## config.mk

```make
export PLATFORM = sky130hd
export DESIGN_NAME = banco_registrador_mp_flat
export DESIGN_NICKNAME = d
export VERILOG_FILES = /design/src/rtl/banco_registrador_mp_if.sv /design/src/rtl/banco_registrador_mp.sv /design/src/flat_wrapper.sv
export SDC_FILE = /design/constraint.sdc
export NUM_CORES = 1
export LEC_CHECK = 0
export ABC_AREA = 1
export CAP_MARGIN = 20
export CORE_UTILIZATION = 35
export CTS_CLUSTER_DIAMETER = 200
export CTS_CLUSTER_SIZE = 28
export DETAILED_ROUTE_END_ITERATION = 6
export GPL_ROUTABILITY_DRIVEN = 0
export PLACE_DENSITY_LB_ADDON = 0.05
export SYNTH_ARGS = -nofsm -noshare
export SYNTH_HDL_FRONTEND = slang
export SYNTH_SLANG_ARGS = --single-unit
```

## constraint.sdc

```tcl
create_clock -name clk -period 5.2 [get_ports clk]
set_input_delay 1.56 -clock clk [delete_from_list [all_inputs] [get_ports clk]]
set_output_delay 1.56 -clock clk [all_outputs]
set_load 0.1 [all_outputs]
```

## src/rtl/banco_registrador_mp_if.sv

```systemverilog
// Register-file bus: NREAD read ports, one retire write port, one issue port.
// The DUT takes the slave modport; the pipeline front end drives the master side.
interface banco_registrador_mp_if #(
  parameter int XLEN       = 32,
  parameter int AMOUNT     = 16,
  parameter int ADDRESSLEN = 4,
  parameter int NREAD      = 2
);
  logic [NREAD*ADDRESSLEN-1:0] rs;
  logic [NREAD-1:0]            rEn;
  logic [NREAD*XLEN-1:0]       r;
  logic [NREAD-1:0]            rValid;
  logic [NREAD-1:0]            hazard;
  logic                        wEn;
  logic [ADDRESSLEN-1:0]       rd;
  logic [XLEN-1:0]             data;
  logic                        issueEn;
  logic [ADDRESSLEN-1:0]       issueRd;
  logic [AMOUNT-1:0]           busy;

  modport master (
    output rs, rEn, wEn, rd, data, issueEn, issueRd,
    input  r, rValid, hazard, busy
  );
  modport slave (
    input  rs, rEn, wEn, rd, data, issueEn, issueRd,
    output r, rValid, hazard, busy
  );
endinterface

```

## src/rtl/banco_registrador_mp.sv

```systemverilog
// Multi-read-port register file with RAW scoreboard; x0 hardwired to zero.
// Define REGFILE_BYPASS_EN to forward same-cycle retire data to matching reads.

module banco_registrador_mp_rport #(
  parameter int XLEN       = 32,
  parameter int ADDRESSLEN = 4
) (
  input  logic                  clk,
  input  logic                  reset,
  input  logic [ADDRESSLEN-1:0] rs_i,
  input  logic                  ren_i,
  input  logic                  in_rng_i,
  input  logic                  busy_i,
  input  logic [XLEN-1:0]       rdata_i,
  input  logic                  wen_i,
  input  logic [ADDRESSLEN-1:0] wrd_i,
  input  logic [XLEN-1:0]       wdata_i,
  output logic [XLEN-1:0]       r_o,
  output logic                  rvalid_o,
  output logic                  hazard_o
);
`ifdef REGFILE_BYPASS_EN
  localparam bit BYPASS = 1'b1;
`else
  localparam bit BYPASS = 1'b0;
`endif

  logic            fwd;
  logic            zero_rd;
  logic [XLEN-1:0] r_d;

  assign fwd      = BYPASS && wen_i && (wrd_i == rs_i);
  assign zero_rd  = (rs_i == '0) || !in_rng_i;
  assign hazard_o = ren_i && (rs_i != '0) && busy_i && !fwd;
  assign r_d      = zero_rd ? '0 : (fwd ? wdata_i : rdata_i);

  always_ff @(posedge clk or negedge reset) begin
    if (!reset) begin
      r_o      <= '0;
      rvalid_o <= 1'b0;
    end else if (!ren_i || hazard_o) begin
      rvalid_o <= 1'b0;
    end else begin
      rvalid_o <= 1'b1;
      r_o      <= r_d;
    end
  end
endmodule

module banco_registrador_mp #(
  parameter int XLEN       = 32,
  parameter int AMOUNT     = 16,
  parameter int ADDRESSLEN = 4,
  parameter int NREAD      = 2
) (
  input logic                  clk,
  input logic                  reset,
  banco_registrador_mp_if.slave bus
);
  localparam logic [ADDRESSLEN:0] AMT = AMOUNT[ADDRESSLEN:0];

  logic [AMOUNT-1:0][XLEN-1:0] regs_q, regs_d;
  logic [AMOUNT-1:0]           busy_q, busy_d;
  logic                        rd_in, iss_in, wr_ok, iss_ok;

  logic [NREAD-1:0][XLEN-1:0]  r_w;
  logic [NREAD-1:0]            rv_w, hz_w;

  assign rd_in  = ({1'b0, bus.rd} < AMT);
  assign iss_in = ({1'b0, bus.issueRd} < AMT);
  assign wr_ok  = bus.wEn && rd_in && (bus.rd != '0);
  assign iss_ok = bus.issueEn && iss_in && (bus.issueRd != '0);

  // Issue is applied after retire so a same-cycle reissue keeps the reg busy.
  always_comb begin
    regs_d = regs_q;
    busy_d = busy_q;
    if (wr_ok) regs_d[bus.rd] = bus.data;
    if (bus.wEn && rd_in) busy_d[bus.rd] = 1'b0;
    if (iss_ok) busy_d[bus.issueRd] = 1'b1;
    busy_d[0] = 1'b0;
  end

  always_ff @(posedge clk or negedge reset) begin
    if (!reset) begin
      regs_q <= '0;
      busy_q <= '0;
    end else begin
      regs_q <= regs_d;
      busy_q <= busy_d;
    end
  end

  genvar i;
  generate
    for (i = 0; i < NREAD; i++) begin : g_rport
      logic [ADDRESSLEN-1:0] a;
      logic                  in_rng;
      logic [XLEN-1:0]       rdata;
      logic                  bsy;

      assign a      = bus.rs[i*ADDRESSLEN +: ADDRESSLEN];
      assign in_rng = ({1'b0, a} < AMT);
      assign rdata  = in_rng ? regs_q[a] : '0;
      assign bsy    = in_rng && busy_q[a];

      banco_registrador_mp_rport #(
        .XLEN       (XLEN),
        .ADDRESSLEN (ADDRESSLEN)
      ) u_rport (
        .clk      (clk),
        .reset    (reset),
        .rs_i     (a),
        .ren_i    (bus.rEn[i]),
        .in_rng_i (in_rng),
        .busy_i   (bsy),
        .rdata_i  (rdata),
        .wen_i    (bus.wEn),
        .wrd_i    (bus.rd),
        .wdata_i  (bus.data),
        .r_o      (r_w[i]),
        .rvalid_o (rv_w[i]),
        .hazard_o (hz_w[i])
      );
    end
  endgenerate

  assign bus.r      = r_w;
  assign bus.rValid = rv_w;
  assign bus.hazard = hz_w;
  assign bus.busy   = busy_q;
endmodule

```

## src/flat_wrapper.sv

```systemverilog
// flat-port wrapper written by rule: the top's interface ports become plain ports
module banco_registrador_mp_flat 
#(
  parameter int XLEN       = 32,
  parameter int AMOUNT     = 16,
  parameter int ADDRESSLEN = 4,
  parameter int NREAD      = 2
)
  (clk, reset, bus_rs, bus_rEn, bus_wEn, bus_rd, bus_data, bus_issueEn, bus_issueRd, bus_r, bus_rValid, bus_hazard, bus_busy);
  banco_registrador_mp_if #(.XLEN(XLEN), .AMOUNT(AMOUNT), .ADDRESSLEN(ADDRESSLEN), .NREAD(NREAD)) bus_i ();
  input logic clk;
  input logic reset;
  input wire logic [$bits(bus_i.rs)-1:0] bus_rs;
  input wire logic [$bits(bus_i.rEn)-1:0] bus_rEn;
  input wire logic [$bits(bus_i.wEn)-1:0] bus_wEn;
  input wire logic [$bits(bus_i.rd)-1:0] bus_rd;
  input wire logic [$bits(bus_i.data)-1:0] bus_data;
  input wire logic [$bits(bus_i.issueEn)-1:0] bus_issueEn;
  input wire logic [$bits(bus_i.issueRd)-1:0] bus_issueRd;
  output wire logic [$bits(bus_i.r)-1:0] bus_r;
  output wire logic [$bits(bus_i.rValid)-1:0] bus_rValid;
  output wire logic [$bits(bus_i.hazard)-1:0] bus_hazard;
  output wire logic [$bits(bus_i.busy)-1:0] bus_busy;
  assign bus_i.rs = bus_rs;
  assign bus_i.rEn = bus_rEn;
  assign bus_i.wEn = bus_wEn;
  assign bus_i.rd = bus_rd;
  assign bus_i.data = bus_data;
  assign bus_i.issueEn = bus_issueEn;
  assign bus_i.issueRd = bus_issueRd;
  assign bus_r = bus_i.r;
  assign bus_rValid = bus_i.rValid;
  assign bus_hazard = bus_i.hazard;
  assign bus_busy = bus_i.busy;
  banco_registrador_mp #(.XLEN(XLEN), .AMOUNT(AMOUNT), .ADDRESSLEN(ADDRESSLEN), .NREAD(NREAD)) u_core (.clk(clk), .reset(reset), .bus(bus_i));
endmodule
```

==> metrics.yaml, run 1 <==
hold_path_end: "u_core.regs_q[27]$_DFFE_PN0P_"
cts_resized: 0
tightest_slew_ns: 1.060
synthFlopType: "dfrtp_1"
final_nets: 4033
setup_viol: 0
synth_cell_types: 30
regArea_mm2: 0.01484
slew_headroom_pct: 29.13
synth_top_area_share_pct: 48.06
worstPathCellList: "clkbuf_8, clkinv_1, nand3_1, nand2_1, nand2_1, nand2_1, inv_1, nand2_2, nand2_2, inv_1, buf_12"
cts_tree: "built"
crit_path_frequent_cell: "nand2_1"
syn_area_mm2: 0.03088
num_io_pins: 138
synth.yosys.seq_area_share_pct: 48.06
worstReg2RegStart: "u_core.bus.busy[10]$_DFF_PN0_"
period_needed_ns: 4.652
hold_viol: 0
dpl_cell_area_mm2: 0.03290
tns_ns: 0
synthCells: 4145
layout_commonest_cell: "nand2_1"
cp_slowest_cell: "clkinv_1"
final_cells: 5133
fill_cells: 9166
clk_pin_slew_worst_paths_ns: 0.11
yosys.area.top_type: "dfrtp_1"
crit_family: "buffers and inverters"
htree_levels: 1
finalPower_w: 0.01242
antenna_found_initial: 2
die_w_um: 299.0
cts_sinks: 593
cp.arrival_ns: 3.09
fin_skew_ns: 0.03801
numCtsBuffers: 25
holdCritStartpoint: "u_core.regs_q[27]$_DFFE_PN0P_"
syn2layout_area_growth_pct: 8.672
rsz0062_at_grt: "no"
final_cell_mix: "nand2_1, o21ai_0, dfrtp_1, a21oi_1, inv_1"
clock.fmax_ghz: 0.2150
power_leakage_nw: 14.55
n_antenna_cell: 0
synth-edff-count: 0
start_kind: "primary input"
grt_overflow_total: 0
syn-num-nets: 4199
die_y_um: 299.0
num_rows: 108
path_class: "primary input to output pin"
hold_depth: 0
gr-usage-all-layers_pct: 25.39
initial_core_util_pct: 35.48
dp.final_hpwl_um: 64200
num_vias: 27470
cp_max_fo: 20
ys_warn_count: 0
synth_area_leaders: "dfrtp_1, o21ai_0, nand2_1"
core_mm2: 0.08702
drv_slew: 0
pwr_density_cell_mw_per_mm2: 370.2
placement.io_buffers: 136
wire_per_inst_um: 22.30
ys_seq_elements: 593
route.detailed.drc: 0
grt_first_pass_wirelength_um: 172700
crit_path_end_kind: "output pin"
die_area_mm2: 0.08941
irDropWorstVdd_mv: 0.2983
dp.cells: 5107
antenna_left: 0
synthArstFlopShare_pct: 100.0
clk_path_buf_depth: 3
first_pass_iters: 6
clockRootBuffer: "clkbuf_16"
multiInputGateArea_mm2: 0.01332
grt_pass1_vias: 26060
wl_um: 114500
min_path_type: "flop to flop"
rr_endpoint: "u_core.g_rport[0].u_rport.r_o[20]$_DFFE_PN0N_"
slowest_delay_ns: 0.33
setup_slack_ns: 0.5479
status: "complete, no violations"
vias_per_cell: 5.352
drt_iter0_markers: 2788
crit_required_ns: 3.64
fin_crit_sh_pct: 89.46
pre_cts_ws_ns: 0.5415
rr_worst_depth: 10
ff2ff_setup_slack_ns: 2.83
postCtsSetupRepairBufs: 0
clk_latency_ns: 0.63
crit_buf_inv: 5
hold_buffers: 0
maxCapViolCount: 0
grt_max_degree: 190
drive_gt1_share_pct: 3.369
postSynthAreaPerCell_um2: 7.449
stdcell_area_mm2: 0.03355
-- stage by stage --
step | hold slack [ns] | util, %
after detailed placement | 0.3785 | 37.80
after CTS | 0.4043 | 38.56
final | 0.4021 | 38.56
after global routing | 0.4155 | 38.56
after floorplan | 0.4399 | -
after global placement | 0.3808 | 37.80
-- report_power, final --
group	internal (W)	total (W)	switching, W
Sequential	0.00559	0.00616	0.000566
Clock	0.000882	0.00245	0.00156
Combinational	0.00111	0.00382	0.00271
Total	0.00758	0.0124	0.00484
-- cells by family after synthesis --
logic type             share of synthesized area, %
and+or+nand+nor                               19.00
AOI/OAI and AO/OA                             23.66
buffers and inverters                         9.267
DFF                                           48.06
other                                       0.01214
-- worst max path at each step --
stage	start	endpoint	slack, ns	depth (start not counted)
2_1_floorplan	bus_rs[4]	bus_hazard[1]	0.98	11
4_1_cts	bus_rs[5]	bus_hazard[1]	0.54	11
5_1_grt	bus_rs[5]	bus_hazard[1]	0.41	11
3_3_place_gp	bus_rs[5]	bus_hazard[1]	0.54	11
3_5_place_dp	bus_rs[5]	bus_hazard[1]	0.54	11
6_report	bus_rs[5]	bus_hazard[1]	0.55	11
-- synthesized netlist by cell type (13+ instances only) --
cell and count:
dfrtp_1 593, buf_1 53, inv_1 304, buf_2 99, nor2_1 314, nand3_1 284, clkbuf_1 219, a21oi_1 439
o21ai_0 771, buf_4 15, o211ai_1 128, o21ai_1 37, o22ai_1 13, nand2_1 845
-- state kept, by name (all words and copies together), names as in the netlist --
signal and flops:
u_core.bus.busy 15, u_core.g_rport.u_rport.r_o 64, u_core.g_rport.u_rport.rvalid_o 2, u_core.regs_q 512
-- layout make-up --
type | count | area share (%)
timing repair buffer | 199 | 6.317
tap | 1155 | 4.307
multi-input combinational | 2848 | 39.69
clock buffer | 25 | 1.864
clock inverter | 1 | 0.08949
inverter | 312 | 3.505
sequential | 593 | 44.22
-- metal layers --
layer | vias to the layer above | track usage [%] | share of wire, %
met1 | 13240 | 37.00 | 47
li1 | 13310 | - | -
met3 | 130 | 2.225 | 4.8
met4 | 2 | 5.916 | 2.2
met2 | 788 | 40.74 | 46
met5 | - | 0 | 0.015
Note: power is estimated with default switching activity, not from simulation.
==> run 2: changes to the inputs <==
==> constraint.sdc (replaced) <==
create_clock -name clk -period 4.6 [get_ports clk]
set_input_delay 1.38 -clock clk [delete_from_list [all_inputs] [get_ports clk]]
set_output_delay 1.38 -clock clk [all_outputs]
set_load 0.1 [all_outputs]
==> metrics.yaml, run 2 (synthesis gave the netlist of run 1 again) <==
drive_gt1_share_pct: 3.828  # was 3.369%
top_register: "u_core.regs_q"  # unchanged
placement.io_buffers: 136  # unchanged
crit_path_frequent_cell: "nand2_1"  # unchanged
irDropWorstVdd_mv: 0.2709  # was 0.2983 mV
worstPathCellList: "clkbuf_8, clkinv_1, nand3_1, nand2_1, nand2_1, nand2_1, inv_1, nand2_2, nand2_2, inv_1, buf_12"  # unchanged
path_class: "primary input to output pin"  # unchanged
hold_depth: 0  # unchanged
dp.final_hpwl_um: 66170  # was 64,200 µm
multiInputGateArea_mm2: 0.01332  # unchanged
gr-usage-all-layers_pct: 25.45  # was 25.39%
power_leakage_nw: 14.65  # was 14.55 nW
clk_latency_ns: 0.63  # about the same
start_kind: "primary input"  # unchanged
period_needed_ns: 4.288
setup_viol: 0  # unchanged
ff2ff_setup_slack_ns: 2.36  # was 2.83 ns
hold_buffers: 0  # unchanged
dp.cells: 5126  # was 5,107
maxCapViolCount: 0  # unchanged
clock.fmax_ghz: 0.2332
cp.arrival_ns: 2.91  # was 3.09 ns
rr_worst_depth: 10  # unchanged
fill_cells: 9158  # was 9,166
largest_register_ff_count: 512  # unchanged
num_io_pins: 138  # unchanged
slew_headroom_pct: 26.17  # was 29.13%
fin_crit_sh_pct: 93.21
holdCritStartpoint: "u_core.regs_q[1]$_DFFE_PN0P_"  # was u_core.regs_q[27]$_DFFE_PN0P_
wl_um: 114900  # was 114,500 µm
crit_buf_inv: 5  # unchanged
min_path_type: "flop to flop"  # unchanged
numCtsBuffers: 25  # unchanged
cts_tree: "built"  # unchanged
antenna_found_initial: 3  # was 2
wire_per_inst_um: 22.30  # about the same
fin_skew_ns: 0.03076  # was 0.03801 ns
grt_pass1_vias: 26320  # was 26,060
clk_pin_slew_worst_paths_ns: 0.11  # about the same
cts_sinks: 593  # unchanged
postCtsSetupRepairBufs: 0  # unchanged
grt_overflow_total: 0  # unchanged
cp-startpoint: "bus_rs[5]"  # unchanged
die_w_um: 299.0  # unchanged
clockRootBuffer: "clkbuf_16"  # unchanged
clk_path_buf_depth: 3  # unchanged
cts_resized: 0  # unchanged
worstReg2RegStart: "u_core.bus.busy[9]$_DFF_PN0_"  # was u_core.bus.busy[10]$_DFF_PN0_
layout_commonest_cell: "nand2_1"  # unchanged
num_vias: 27650  # was 27,470
die_y_um: 299.0  # unchanged
slowest_delay_ns: 0.32  # was 0.33 ns
core_mm2: 0.08702  # unchanged
regArea_mm2: 0.01484  # unchanged
die_area_mm2: 0.08941  # unchanged
tns_ns: 0  # unchanged
cp_max_fo: 13  # was 20
final_cell_mix: "nand2_1, o21ai_0, dfrtp_1, a21oi_1, inv_1"  # unchanged
crit_family: "buffers and inverters"  # unchanged
initial_core_util_pct: 35.48  # unchanged
pwr_density_cell_mw_per_mm2: 418.1  # was 370.2 mW/mm²
vias_per_cell: 5.367  # was 5.352
drv_slew: 0  # unchanged
num_rows: 108  # unchanged
cp_slowest_cell: "clkinv_1"  # unchanged
hold_path_end: "u_core.regs_q[1]$_DFFE_PN0P_"  # was u_core.regs_q[27]$_DFFE_PN0P_
first_pass_iters: 6  # unchanged
tightest_slew_ns: 1.107  # was 1.060 ns
route.detailed.drc: 0  # unchanged
final_cells: 5153  # was 5,133
syn2layout_area_growth_pct: 9.182  # was 8.672%
final_nets: 4052  # was 4,033
drt_iter0_markers: 2686  # was 2,788
status: "complete, no violations"  # unchanged
htree_levels: 1  # unchanged
rr_endpoint: "u_core.g_rport[1].u_rport.r_o[11]$_DFFE_PN0N_"  # was u_core.g_rport[0].u_rport.r_o[20]$_DFFE_PN0N_
rsz0062_at_grt: "no"  # unchanged
crit_required_ns: 3.22  # was 3.64 ns
grt_max_degree: 209  # was 190
hold_viol: 0  # unchanged
crit_path_end_kind: "output pin"  # unchanged
antenna_left: 0  # unchanged
grt_first_pass_wirelength_um: 173500  # was 172,700 µm
-- run 2: changes by cell type in the layout (fill, tap and decap cells not counted), sizes merged --
cell,delta
buf,+19
diode,+1
-- run 2: area by class of cell --
type | instances | area share [%]
clock buffers | 25 | 1.856
flip-flops and latches | 593 | 44.02
well taps | 1155 | 4.287
diodes | 1 | 0.007423
multi-input cells | 2848 | 39.51
inverters | 312 | 3.489
repair buffers | 218 | 6.747
clock inverters | 1 | 0.08907
-- run 2: routing by layer --
metal  up-vias  track usage, %  part of all wire (%)  wire, µm
li1      13350               -                     -         -
met1     13340           37.42                    48     54670
met2       819           39.72                    45     51290
met3       139           2.363                   4.7      5358
met4         0           7.386                   3.1      3615
met5         -               0                     0         0
-- run 2: how the worst max path moves through the flow --
stage               endpoint  slack (ns)  cells past startpoint
5_1_grt        bus_hazard[1]        0.22                     11
2_1_floorplan  bus_hazard[1]        0.74                     11
4_1_cts        bus_hazard[1]        0.33                      7
6_report       bus_hazard[1]        0.31                     11
3_5_place_dp   bus_hazard[1]        0.33                      7
3_3_place_gp   bus_hazard[1]        0.33                      7
-- run 2: metrics by stage --
step | cell area (µm²) | setup WS, ns | power, W | hold slack, ns | utilization, %
floorplan | 30880 | 0.7371 | 0.01003 | 0.4399 | -
global placement | 33050 | 0.3321 | 0.01139 | 0.3780 | 37.98
detailed placement | 33050 | 0.3285 | 0.01141 | 0.3795 | 37.98
CTS | 33710 | 0.3268 | 0.01424 | 0.4075 | 38.74
global route | 33710 | 0.2246 | 0.01496 | 0.4143 | 38.74
finish | 33710 | 0.3123 | 0.01409 | 0.4027 | 38.74
-- run 2: power breakdown --
part	switching [W]	internal (W)
registers	0.000646	0.00632
clock network	0.00180	0.000997
logic	0.00307	0.00126
==> run 3: changes to the inputs <==
--- a/config.mk
+++ b/config.mk
@@ -7,6 +7,7 @@
 export LEC_CHECK = 0
 export ABC_AREA = 1
 export CAP_MARGIN = 20
+export CORE_ASPECT_RATIO = 1.25
 export CORE_UTILIZATION = 35
 export CTS_CLUSTER_DIAMETER = 200
 export CTS_CLUSTER_SIZE = 28
==> metrics.yaml, run 3 (synthesis gave the netlist of run 1 again) <==
vias_per_cell: 5.302  # was 5.367
fin_crit_sh_pct: 89.97  # was 93.21%
antenna_left: 0  # unchanged
setup_viol: 0  # unchanged
numCtsBuffers: 25  # unchanged
cts_tree: "built"  # unchanged
drv_slew: 0  # unchanged
power_leakage_nw: 14.64  # was 14.65 nW
hold_viol: 0  # unchanged
maxCapViolCount: 0  # unchanged
drive_gt1_share_pct: 3.780  # was 3.828%
grt_max_degree: 236  # was 209
hold_path_end: "u_core.regs_q[21]$_DFFE_PN0P_"  # was u_core.regs_q[1]$_DFFE_PN0P_
setup_slack_ns: 0.4616  # was 0.3123 ns
crit_path_end_kind: "output pin"  # unchanged
crit_path_frequent_cell: "nand2_1"  # unchanged
slowest_delay_ns: 0.28  # was 0.32 ns
slew_headroom_pct: 26.72  # was 26.17%
wl_um: 114100  # was 114,900 µm
layout_commonest_cell: "nand2_1"  # unchanged
die_y_um: 334.1  # was 299.0 µm
status: "complete, no violations"  # unchanged
final_cell_mix: "nand2_1, o21ai_0, dfrtp_1, a21oi_1, inv_1"  # unchanged
worstReg2RegStart: "u_core.bus.busy[12]$_DFF_PN0_"  # was u_core.bus.busy[9]$_DFF_PN0_
cts_sinks: 593  # unchanged
rr_endpoint: "u_core.g_rport[0].u_rport.r_o[19]$_DFFE_PN0N_"  # was u_core.g_rport[1].u_rport.r_o[11]$_DFFE_PN0N_
grt_overflow_total: 0  # unchanged
ff2ff_setup_slack_ns: 2.38  # was 2.36 ns
core_mm2: 0.08720  # was 0.08702 mm²
clk_pin_slew_worst_paths_ns: 0.11  # about the same
crit_required_ns: 3.22  # about the same
dp.final_hpwl_um: 65320  # was 66,170 µm
num_io_pins: 138  # unchanged
p_switching_w: 0.005476  # was 0.005514 W
n_antenna_cell: 0  # was 1
cp_slowest_cell: "buf_8"  # was clkinv_1
pwr_density_cell_mw_per_mm2: 416.8  # was 418.1 mW/mm²
rsz0062_at_grt: "no"  # unchanged
tightest_slew_ns: 1.096  # was 1.107 ns
wire_per_inst_um: 22.10  # was 22.30 µm
initial_core_util_pct: 35.41  # was 35.48%
drt_iter0_markers: 2399  # was 2,686
clk_latency_ns: 0.64  # was 0.63 ns
grt_pass1_vias: 26490  # was 26,320
first_pass_iters: 6  # unchanged
syn2layout_area_growth_pct: 9.272  # was 9.182%
start_kind: "primary input"  # unchanged
pre_cts_ws_ns: 0.4611  # was 0.3285 ns
placement.io_buffers: 136  # unchanged
clockRootBuffer: "clkbuf_16"  # unchanged
gr-usage-all-layers_pct: 25.55  # was 25.45%
postCtsSetupRepairBufs: 0  # unchanged
min_path_type: "flop to flop"  # unchanged
finalPower_w: 0.01406  # was 0.01409 W
antenna_found_initial: 2  # was 3
intPower_w: 0.008585  # was 0.008581 W
num_rows: 121  # was 108
top_register: "u_core.regs_q"  # unchanged
irDropWorstVdd_mv: 0.2820  # was 0.2709 mV
final_nets: 4049  # was 4,052
tns_ns: 0  # unchanged
worstPathCellList: "buf_8, inv_1, nand3_1, nand2_1, nand2_1, nand2_1, inv_1, nand2_1, nand2_1, inv_1, buf_12"  # was clkbuf_8, clkinv_1, nand3_1, nand2_1, nand2_1, nand2_1, inv_1, nand2_2, nand2_2, inv_1, buf_12
sequentialPowerShare_pct: 49.4  # about the same
path_class: "primary input to output pin"  # unchanged
pwr-share-clk_pct: 19.8  # about the same
cp.arrival_ns: 2.76  # was 2.91 ns
comb_power_share_pct: 30.8  # was 30.7%
fill_cells: 9207  # was 9,158
hold_buffers: 0  # unchanged
route.detailed.drc: 0  # unchanged
holdCritStartpoint: "u_core.regs_q[21]$_DFFE_PN0P_"  # was u_core.regs_q[1]$_DFFE_PN0P_
clock.fmax_ghz: 0.2416  # was 0.2332 GHz
rr_worst_depth: 11  # was 10
htree_levels: 1  # unchanged
clk_path_buf_depth: 3  # unchanged
largest_register_ff_count: 512  # unchanged
cts_resized: 0  # unchanged
p_sw_share_pct: 38.95  # was 39.12%
cp_max_fo: 46  # was 13
num_vias: 27380  # was 27,650
die_w_um: 267.7  # was 299.0 µm
fin_skew_ns: 0.03617  # was 0.03076 ns
die_area_mm2: 0.08942  # was 0.08941 mm²
hold_depth: 0  # unchanged
grt_first_pass_wirelength_um: 172900  # was 173,500 µm
period_needed_ns: 4.138  # was 4.288 ns
hold_ws_ns: 0.4026  # was 0.4027 ns
## run 3: changes by cell type in the layout (fill, tap and decap cells not counted), sizes merged
cell	previous run	this run
buf	91	90
clkbuf	27	25
diode	1	0
inv	310	311
## run 3: worst max-delay path, delay by kind of cell
kind | cells | cell delay, ns
buf+inv | 5 | 0.84
simple gates | 6 | 0.52
## run 3: per-layer routing
metal | track usage, % | vias to the layer above | part of all wire (%)
met5 | 0 | - | 0.0079
met4 | 7.112 | 2 | 2.8
met3 | 1.826 | 149 | 4.2
met2 | 42.11 | 709 | 47
met1 | 35.93 | 13150 | 46
li1 | - | 13360 | -
## run 3: power groups by stage
| stage | Clock, W | Sequential [W] | Combinational [W] |
|---|---|---|---|
| final | 0.00278 | 0.00695 | 0.00433 |
| after global routing | 0.00305 | 0.00709 | 0.00481 |
| after CTS | 0.00291 | 0.00695 | 0.00437 |
| after detailed placement | 0 | 0.00705 | 0.00435 |
| after global placement | 0 | 0.00704 | 0.00432 |
| after floorplan | 0 | 0.00788 | 0.00215 |
## run 3: area by class of cell
class | count | area, µm² | area share [%]
Sequential cell | 593 | 14840 | 43.98
Inverter | 312 | 1176 | 3.486
Clock inverter | 2 | 38.79 | 0.1150
Multi-Input combinational cell | 2848 | 13320 | 39.48
Timing Repair Buffer | 215 | 2280 | 6.757
Tap cell | 1168 | 1461 | 4.331
Clock buffer | 25 | 625.6 | 1.854
## run 3: worst max path at each step
stage / start / end / slack, ns / cells after the start
after global routing: bus_rs[1] / bus_hazard[0] / 0.36 / 11
after CTS: bus_rs[1] / bus_hazard[0] / 0.46 / 11
after global placement: bus_rs[1] / bus_hazard[0] / 0.44 / 11
after detailed placement: bus_rs[1] / bus_hazard[0] / 0.46 / 11
after floorplan: bus_rs[4] / bus_hazard[1] / 0.74 / 11
final: bus_rs[1] / bus_hazard[0] / 0.46 / 11
## run 3: stage by stage
stage               util, %  instances  instance area (µm²)
floorplan                 -       4145                30880
global route          38.69       5163                33740
global placement      37.93       5136                33080
CTS                   38.69       5163                33740
detailed placement    37.93       5136                33080
finish                38.69       5163                33740
